## src/rtl/cache_wb_sa.sv

```systemverilog
// rtl/cache_wb_sa.sv - write-back, write-allocate cache with 1- or 2-way set associativity.
// One CPU request at a time; misses evict through a single block-wide memory port.
module cache_wb_sa #(
   parameter int ADDR_W = 10,
   parameter int SETS   = 4,
   parameter int WAYS   = 2,
   parameter int WORDS  = 4
) (
   input  logic                  clk,
   input  logic                  rst_n,
   input  logic                  cpu_req,
   input  logic                  cpu_we,
   input  logic [ADDR_W-1:0]     cpu_addr,
   input  logic [31:0]           cpu_wdata,
   output logic [31:0]           cpu_rdata,
   output logic                  cpu_ready,
   output logic                  cpu_hit,
   output logic                  mem_req,
   output logic                  mem_we,
   output logic [ADDR_W-1:0]     mem_addr,
   output logic [32*WORDS-1:0]   mem_wdata,
   input  logic [32*WORDS-1:0]   mem_rdata,
   input  logic                  mem_ack
);

   localparam int BW     = 32 * WORDS;
   localparam int WOFF_W = $clog2(WORDS);
   localparam int IDX_W  = $clog2(SETS);
   localparam int OFF_W  = WOFF_W + 2;
   localparam int TAG_W  = ADDR_W - OFF_W - IDX_W;

   localparam logic [1:0] S_IDLE      = 2'd0;
   localparam logic [1:0] S_COMPARE   = 2'd1;
   localparam logic [1:0] S_WRITEBACK = 2'd2;
   localparam logic [1:0] S_ALLOCATE  = 2'd3;

   logic [1:0]          state_q, state_d;
   logic                req_we_q, req_we_d;
   logic [ADDR_W-1:2]   req_addr_q, req_addr_d;
   logic [31:0]         req_wdata_q, req_wdata_d;
   logic                miss_q, miss_d;
   logic                victim_q, victim_d;
   logic [31:0]         cpu_rdata_q, cpu_rdata_d;
   logic                cpu_ready_q, cpu_ready_d;
   logic                cpu_hit_q, cpu_hit_d;
   logic                mem_req_q, mem_req_d;
   logic                mem_we_q, mem_we_d;
   logic [ADDR_W-1:0]   mem_addr_q, mem_addr_d;
   logic [BW-1:0]       mem_wdata_q, mem_wdata_d;

   logic                valid_q [WAYS][SETS];
   logic                valid_d [WAYS][SETS];
   logic                dirty_q [WAYS][SETS];
   logic                dirty_d [WAYS][SETS];
   logic                lru_q   [SETS];
   logic                lru_d   [SETS];
   logic [TAG_W-1:0]    tag_q   [WAYS][SETS];
   logic [TAG_W-1:0]    tag_d   [WAYS][SETS];
   logic [BW-1:0]       data_q  [WAYS][SETS];
   logic [BW-1:0]       data_d  [WAYS][SETS];

   logic [IDX_W-1:0]    idx;
   logic [TAG_W-1:0]    req_tag;
   logic [WOFF_W-1:0]   woff;
   logic                hit;
   logic                hit_way;
   logic [31:0]         hit_word;
   logic                vict;
   logic                vic_valid;
   logic                vic_dirty;
   logic [TAG_W-1:0]    vic_tag;
   logic [BW-1:0]       vic_data;
   logic                unused_byte_off;

   assign unused_byte_off = &{1'b0, cpu_addr[1:0]};

   assign idx     = req_addr_q[OFF_W +: IDX_W];
   assign req_tag = req_addr_q[ADDR_W-1 -: TAG_W];
   assign woff    = req_addr_q[2 +: WOFF_W];

   always_comb begin
      state_d     = state_q;
      req_we_d    = req_we_q;
      req_addr_d  = req_addr_q;
      req_wdata_d = req_wdata_q;
      miss_d      = miss_q;
      victim_d    = victim_q;
      cpu_rdata_d = cpu_rdata_q;
      cpu_ready_d = 1'b0;
      cpu_hit_d   = 1'b0;
      mem_req_d   = mem_req_q;
      mem_we_d    = mem_we_q;
      mem_addr_d  = mem_addr_q;
      mem_wdata_d = mem_wdata_q;
      valid_d     = valid_q;
      dirty_d     = dirty_q;
      lru_d       = lru_q;
      tag_d       = tag_q;
      data_d      = data_q;

      hit     = 1'b0;
      hit_way = 1'b0;
      for (int w = 0; w < WAYS; w++) begin
         if (valid_q[w][idx] && tag_q[w][idx] == req_tag) begin
            hit     = 1'b1;
            hit_way = w[0];
         end
      end

      hit_word = 32'd0;
      for (int w = 0; w < WAYS; w++) begin
         for (int i = 0; i < WORDS; i++) begin
            if (w == int'(hit_way) && i == int'(woff)) begin
               hit_word = data_q[w][idx][BW-1-32*i -: 32];
            end
         end
      end

      // Descending scan leaves the lowest-index invalid way; LRU only when the set is full.
      vict = (WAYS == 2) ? lru_q[idx] : 1'b0;
      for (int w = WAYS - 1; w >= 0; w--) begin
         if (!valid_q[w][idx]) begin
            vict = w[0];
         end
      end

      vic_valid = 1'b0;
      vic_dirty = 1'b0;
      vic_tag   = '0;
      vic_data  = '0;
      for (int w = 0; w < WAYS; w++) begin
         if (w == int'(vict)) begin
            vic_valid = valid_q[w][idx];
            vic_dirty = dirty_q[w][idx];
            vic_tag   = tag_q[w][idx];
            vic_data  = data_q[w][idx];
         end
      end

      case (state_q)
         S_IDLE: begin
            if (cpu_req) begin
               req_we_d    = cpu_we;
               req_addr_d  = cpu_addr[ADDR_W-1:2];
               req_wdata_d = cpu_wdata;
               miss_d      = 1'b0;
               state_d     = S_COMPARE;
            end
         end
         S_COMPARE: begin
            if (hit) begin
               cpu_ready_d = 1'b1;
               cpu_hit_d   = ~miss_q;
               if (req_we_q) begin
                  for (int w = 0; w < WAYS; w++) begin
                     for (int i = 0; i < WORDS; i++) begin
                        if (w == int'(hit_way) && i == int'(woff)) begin
                           data_d[w][idx][BW-1-32*i -: 32] = req_wdata_q;
                           dirty_d[w][idx] = 1'b1;
                        end
                     end
                  end
               end else begin
                  cpu_rdata_d = hit_word;
               end
               if (WAYS == 2) begin
                  lru_d[idx] = ~hit_way;
               end
               state_d = S_IDLE;
            end else begin
               miss_d    = 1'b1;
               victim_d  = vict;
               mem_req_d = 1'b1;
               if (vic_valid && vic_dirty) begin
                  mem_we_d    = 1'b1;
                  mem_addr_d  = {vic_tag, idx, {OFF_W{1'b0}}};
                  mem_wdata_d = vic_data;
                  state_d     = S_WRITEBACK;
               end else begin
                  mem_we_d   = 1'b0;
                  mem_addr_d = {req_tag, idx, {OFF_W{1'b0}}};
                  state_d    = S_ALLOCATE;
               end
            end
         end
         S_WRITEBACK: begin
            if (mem_ack) begin
               for (int w = 0; w < WAYS; w++) begin
                  if (w == int'(victim_q)) begin
                     dirty_d[w][idx] = 1'b0;
                  end
               end
               mem_req_d = 1'b0;
               state_d   = S_ALLOCATE;
            end
         end
         default: begin
            // Coming from write-back, mem_req was dropped for one cycle; raise the fill now.
            if (!mem_req_q) begin
               mem_req_d  = 1'b1;
               mem_we_d   = 1'b0;
               mem_addr_d = {req_tag, idx, {OFF_W{1'b0}}};
            end else if (mem_ack) begin
               for (int w = 0; w < WAYS; w++) begin
                  if (w == int'(victim_q)) begin
                     data_d[w][idx]  = mem_rdata;
                     valid_d[w][idx] = 1'b1;
                     dirty_d[w][idx] = 1'b0;
                     tag_d[w][idx]   = req_tag;
                  end
               end
               mem_req_d = 1'b0;
               state_d   = S_COMPARE;
            end
         end
      endcase
   end

   always_ff @(posedge clk or negedge rst_n) begin
      if (!rst_n) begin
         state_q     <= S_IDLE;
         req_we_q    <= 1'b0;
         req_addr_q  <= '0;
         req_wdata_q <= '0;
         miss_q      <= 1'b0;
         victim_q    <= 1'b0;
         cpu_rdata_q <= '0;
         cpu_ready_q <= 1'b0;
         cpu_hit_q   <= 1'b0;
         mem_req_q   <= 1'b0;
         mem_we_q    <= 1'b0;
         mem_addr_q  <= '0;
         mem_wdata_q <= '0;
         for (int s = 0; s < SETS; s++) begin
            lru_q[s] <= 1'b0;
            for (int w = 0; w < WAYS; w++) begin
               valid_q[w][s] <= 1'b0;
               dirty_q[w][s] <= 1'b0;
            end
         end
      end else begin
         state_q     <= state_d;
         req_we_q    <= req_we_d;
         req_addr_q  <= req_addr_d;
         req_wdata_q <= req_wdata_d;
         miss_q      <= miss_d;
         victim_q    <= victim_d;
         cpu_rdata_q <= cpu_rdata_d;
         cpu_ready_q <= cpu_ready_d;
         cpu_hit_q   <= cpu_hit_d;
         mem_req_q   <= mem_req_d;
         mem_we_q    <= mem_we_d;
         mem_addr_q  <= mem_addr_d;
         mem_wdata_q <= mem_wdata_d;
         valid_q     <= valid_d;
         dirty_q     <= dirty_d;
         lru_q       <= lru_d;
      end
   end

   // Tag and data contents are only meaningful behind a valid bit, so they are not reset.
   always_ff @(posedge clk) begin
      tag_q  <= tag_d;
      data_q <= data_d;
   end

   assign cpu_rdata = cpu_rdata_q;
   assign cpu_ready = cpu_ready_q;
   assign cpu_hit   = cpu_hit_q;
   assign mem_req   = mem_req_q;
   assign mem_we    = mem_we_q;
   assign mem_addr  = mem_addr_q;
   assign mem_wdata = mem_wdata_q;

endmodule

```

## config.mk

```make
export PLATFORM = sky130hd
export DESIGN_NAME = cache_wb_sa
export DESIGN_NICKNAME = d
export VERILOG_FILES = /design/src/rtl/cache_wb_sa.sv
export SDC_FILE = /design/constraint.sdc
export NUM_CORES = 2
export LEC_CHECK = 0
export BUFFER_PORTS_ARGS = -buffer_cell sky130_fd_sc_hd__buf_2
export CAP_MARGIN = 5
export CORE_AREA = 2 2 348 350
export CTS_BUF_LIST = sky130_fd_sc_hd__clkbuf_8
export CTS_CLUSTER_SIZE = 12
export DETAILED_ROUTE_END_ITERATION = 6
export DIE_AREA = 0 0 350 352
export PLACE_DENSITY = 0.67
export SYNTH_ARGS = -nofsm -noshare
export SYNTH_HDL_FRONTEND = slang
export SYNTH_SLANG_ARGS = --single-unit
```

## constraint.sdc

```tcl
create_clock -name clk -period 5.5 [get_ports clk]
set_clock_uncertainty 0.05 [all_clocks]
set_input_delay 0.55 -clock clk [delete_from_list [all_inputs] [get_ports clk]]
set_output_delay 0.55 -clock clk [all_outputs]
set_load 0.1 [all_outputs]
```

==> out/metrics.cfg <==
[die]
io_pins = 349
core.rowCount = 127
core_area_sq_mm = 0.119
die_w_um = 350
die_h_um = 352
start_util = 0.499
die-area_sq_mm = 0.123

[worst_setup_path]
required_ps = 6190
path_buf_inv = 3
arrival_ps = 5040
reg2reg_from = req_addr_q[5]
end_kind = register
max_stage_delay_ps = 900
rr_worst_depth = 6
r2r_slack_ps = 1150
critical_path_class = register to register
endpoint = data_q[6]
crit_chain = buf_4, buf_4, and3_4, buf_4, nand2_1, o21ai_0
r2r-end = data_q[6]
crit_cells = 6
critical_path.slowest_cell = dfrtp_4
start_kind = register
crit_fanout = 60
crit_path_frequent_cell = buf_4
crit_path_start = req_addr_q[5]
cp_top_family = buffers and inverters

[timing]
hold_viol_final = 0
layout_setup_ws_ps = 1150
slew_violations = 0
slew_headroom = 0.224
fmax_mhz = 230
rsz0062_at_grt = false
final.setup.tns_ps = 0
setup_violations = 0
layout_min_cycle_time_ps = 4350
fin_crit_sh = 0.792
tightestPinTransition_ps = 1160

[global_route]
track_usage = 0.320
grt_max_degree = 107
overflow = 0
grt_pass1_wl_mm = 282
antenna_found_initial = 19
first_global_vias = 41916

[power]
power_frac_comb = 0.466
peakVddDrop_mv = 0.708
switching_power_uw = 17800
p_clk_frac = 0.197
power_density_mw_per_mm2 = 593
power_leakage_uw = 0.0242
pwr-share-seq = 0.337
swShare = 0.435
p_int_uw = 23200

[cells_and_area]
syn_to_final_growth_pct = 16.3
n_fill_cell = 9500
fin_nets = 4876
drive_above_1_share = 0.309

[synth]
synthCells = 4185
synth.top_cell.area_share = 0.533
synth_edf_count = 1056
synth_common_cells = edfxtp_1 (1,056), o21ai_0 (1,026), nand2_1 (530)
syn_area_per_cell_sq_um = 14.2
synthTopCellsByArea = edfxtp_1 (53%), mux4_2 (13%), dfrtp_1 (9.9%)
ys_ff_latch = 1291
synth_top_area_cell = edfxtp_1
yosysSeqAreaShare = 0.632
ys.flop_type = edfxtp_1
synth_area_sq_mm = 0.0595
ys_warn_count = 0
async_flop_share = 0.182
synth_cell_types = 47
yosysMostFrequentCell = edfxtp_1

[clock_network]
cts-root-buf = clkbuf_8
numCtsBuffers = 210
cts_max_level = 4
clockBufferDepth = 3
cts_tree = yes
clock_latency_ps = 960
clk_pin_slew_worst_paths_ps = 60
hold_buffers = 172
cts_setup_buffers = 0
cts_resized = 0
cts.sinks = 1291

[detailed_routing]
postRouteAntennaNets = 0
drt-pass1-iter-count = 6
dr_total_vias = 41730
wl_per_cell_um = 30.3
vias_per_cell = 6.42
routed_wl_mm = 197
drtIter0Drc = 6152
drc_errors = 0

[worst_hold_path]
hold_path.class = input port to asynchronous set/reset pin

[run_status]
status = completed

[flow_run]
max_cap_violations = 0

[placement]
place.gp.congestion = 0.859
pre_cts_ws_ps = 1210
dp_hpwl_mm = 120
port_buffers = 342

-- kinds of logic after synthesis --
logic type / count (synthesis) / synth area share
and+or+nand+nor: 745 / 0.0518
buffers and inverters: 339 / 0.0243
AOI/OAI and AO/OA: 1090 / 0.0931
other: 1 / 0.0000630
DFF: 1291 / 0.632
xor gates and xnor gates: 8 / 0.00130
adders and majority gates: 4 / 0.000841
muxes: 707 / 0.197
-- cell type report --
type                            count  area [sq um]  share of cell area
Sequential cell                  1291         37600               0.544
Multi-Input combinational cell   2558         20900               0.302
Clock inverter                    158           758              0.0110
Antenna cell                       14          35.0            0.000506
Tap cell                         1612          2020              0.0292
Clock buffer                      236          3250              0.0469
Inverter                            6          22.5            0.000326
Timing Repair Buffer              630          4600              0.0665
-- worst min path at each step --
stage / endpoint / slack, ps / cells past startpoint
6_report: mem_wdata[43] / 70 / 2
2_1_floorplan: asynchronous set/reset pin / 200 / 0
4_1_cts: mem_wdata[43] / 1 / 2
3_3_place_gp: mem_wdata[76] / 400 / 1
5_1_grt: req_wdata_q[12] / 50 / 2
3_5_place_dp: mem_wdata[76] / 400 / 1
-- placed cells by master, fill, tap and decap left out, types with 27 or more instances in the layout --
cell	synthesis	final
buf_2	40	341
buf_4	21	93
clkbuf_8	0	236
clkinv_1	0	34
dfrtp_1	235	231
dlygate4sd3_1	0	172
edfxtp_1	1056	1056
inv_1	6	92
mux2_2	365	365
mux4_2	333	333
nand2_1	530	523
nand3_1	134	133
nor2_1	28	27
o21ai_0	1026	1026
-- sequential cells by signal, summed over array words and instances, names as in the netlist, named ones only --
name         cells
data_q        1024
mem_wdata      128
cpu_rdata       32
req_wdata_q     32
tag_q           32
req_addr_q       8
valid_q          8
mem_addr         6
dirty_q          4
lru_q            4
state_q          2
cpu_hit          1
cpu_ready        1
mem_req          1
mem_we           1
miss_q           1
req_we_q         1
victim_q         1
-- layer usage --
| layer | global-route usage | vias to the layer above | wire length, um |
|---|---|---|---|
| met1 | 0.424 | 20939 | 71500 |
| met5 | 0 | - | 111 |
| met3 | 0.0917 | 540 | 25900 |
| li1 | - | 17330 | - |
| met4 | 0.141 | 16 | 9120 |
| met2 | 0.492 | 2905 | 90700 |
-- metrics by stage --
stage	area, sq um	power [uW]	hold WS [ps]	std cells	utilization
6_report	69200	41000	72.5	6505	0.580
5_1_grt	69200	42500	52.2	6500	0.580
4_1_cts	69200	40800	1.19	6491	0.579
3_5_place_dp	63400	32700	405	5925	0.531
3_3_place_gp	63400	32400	398	5925	0.531
2_1_floorplan	59500	26800	204	4188	-
-- power by group through the flow --
stage          registers (uW)  clock network [uW]  logic [uW]
2_1_floorplan           16700                   0       10200
3_3_place_gp            13900                   0       18500
3_5_place_dp            14000                   0       18700
4_1_cts                 13800                8160       18900
5_1_grt                 14000                8570       19900
6_report                13800                8060       19100
No activity file was read; power rests on OpenSTA's default activity.
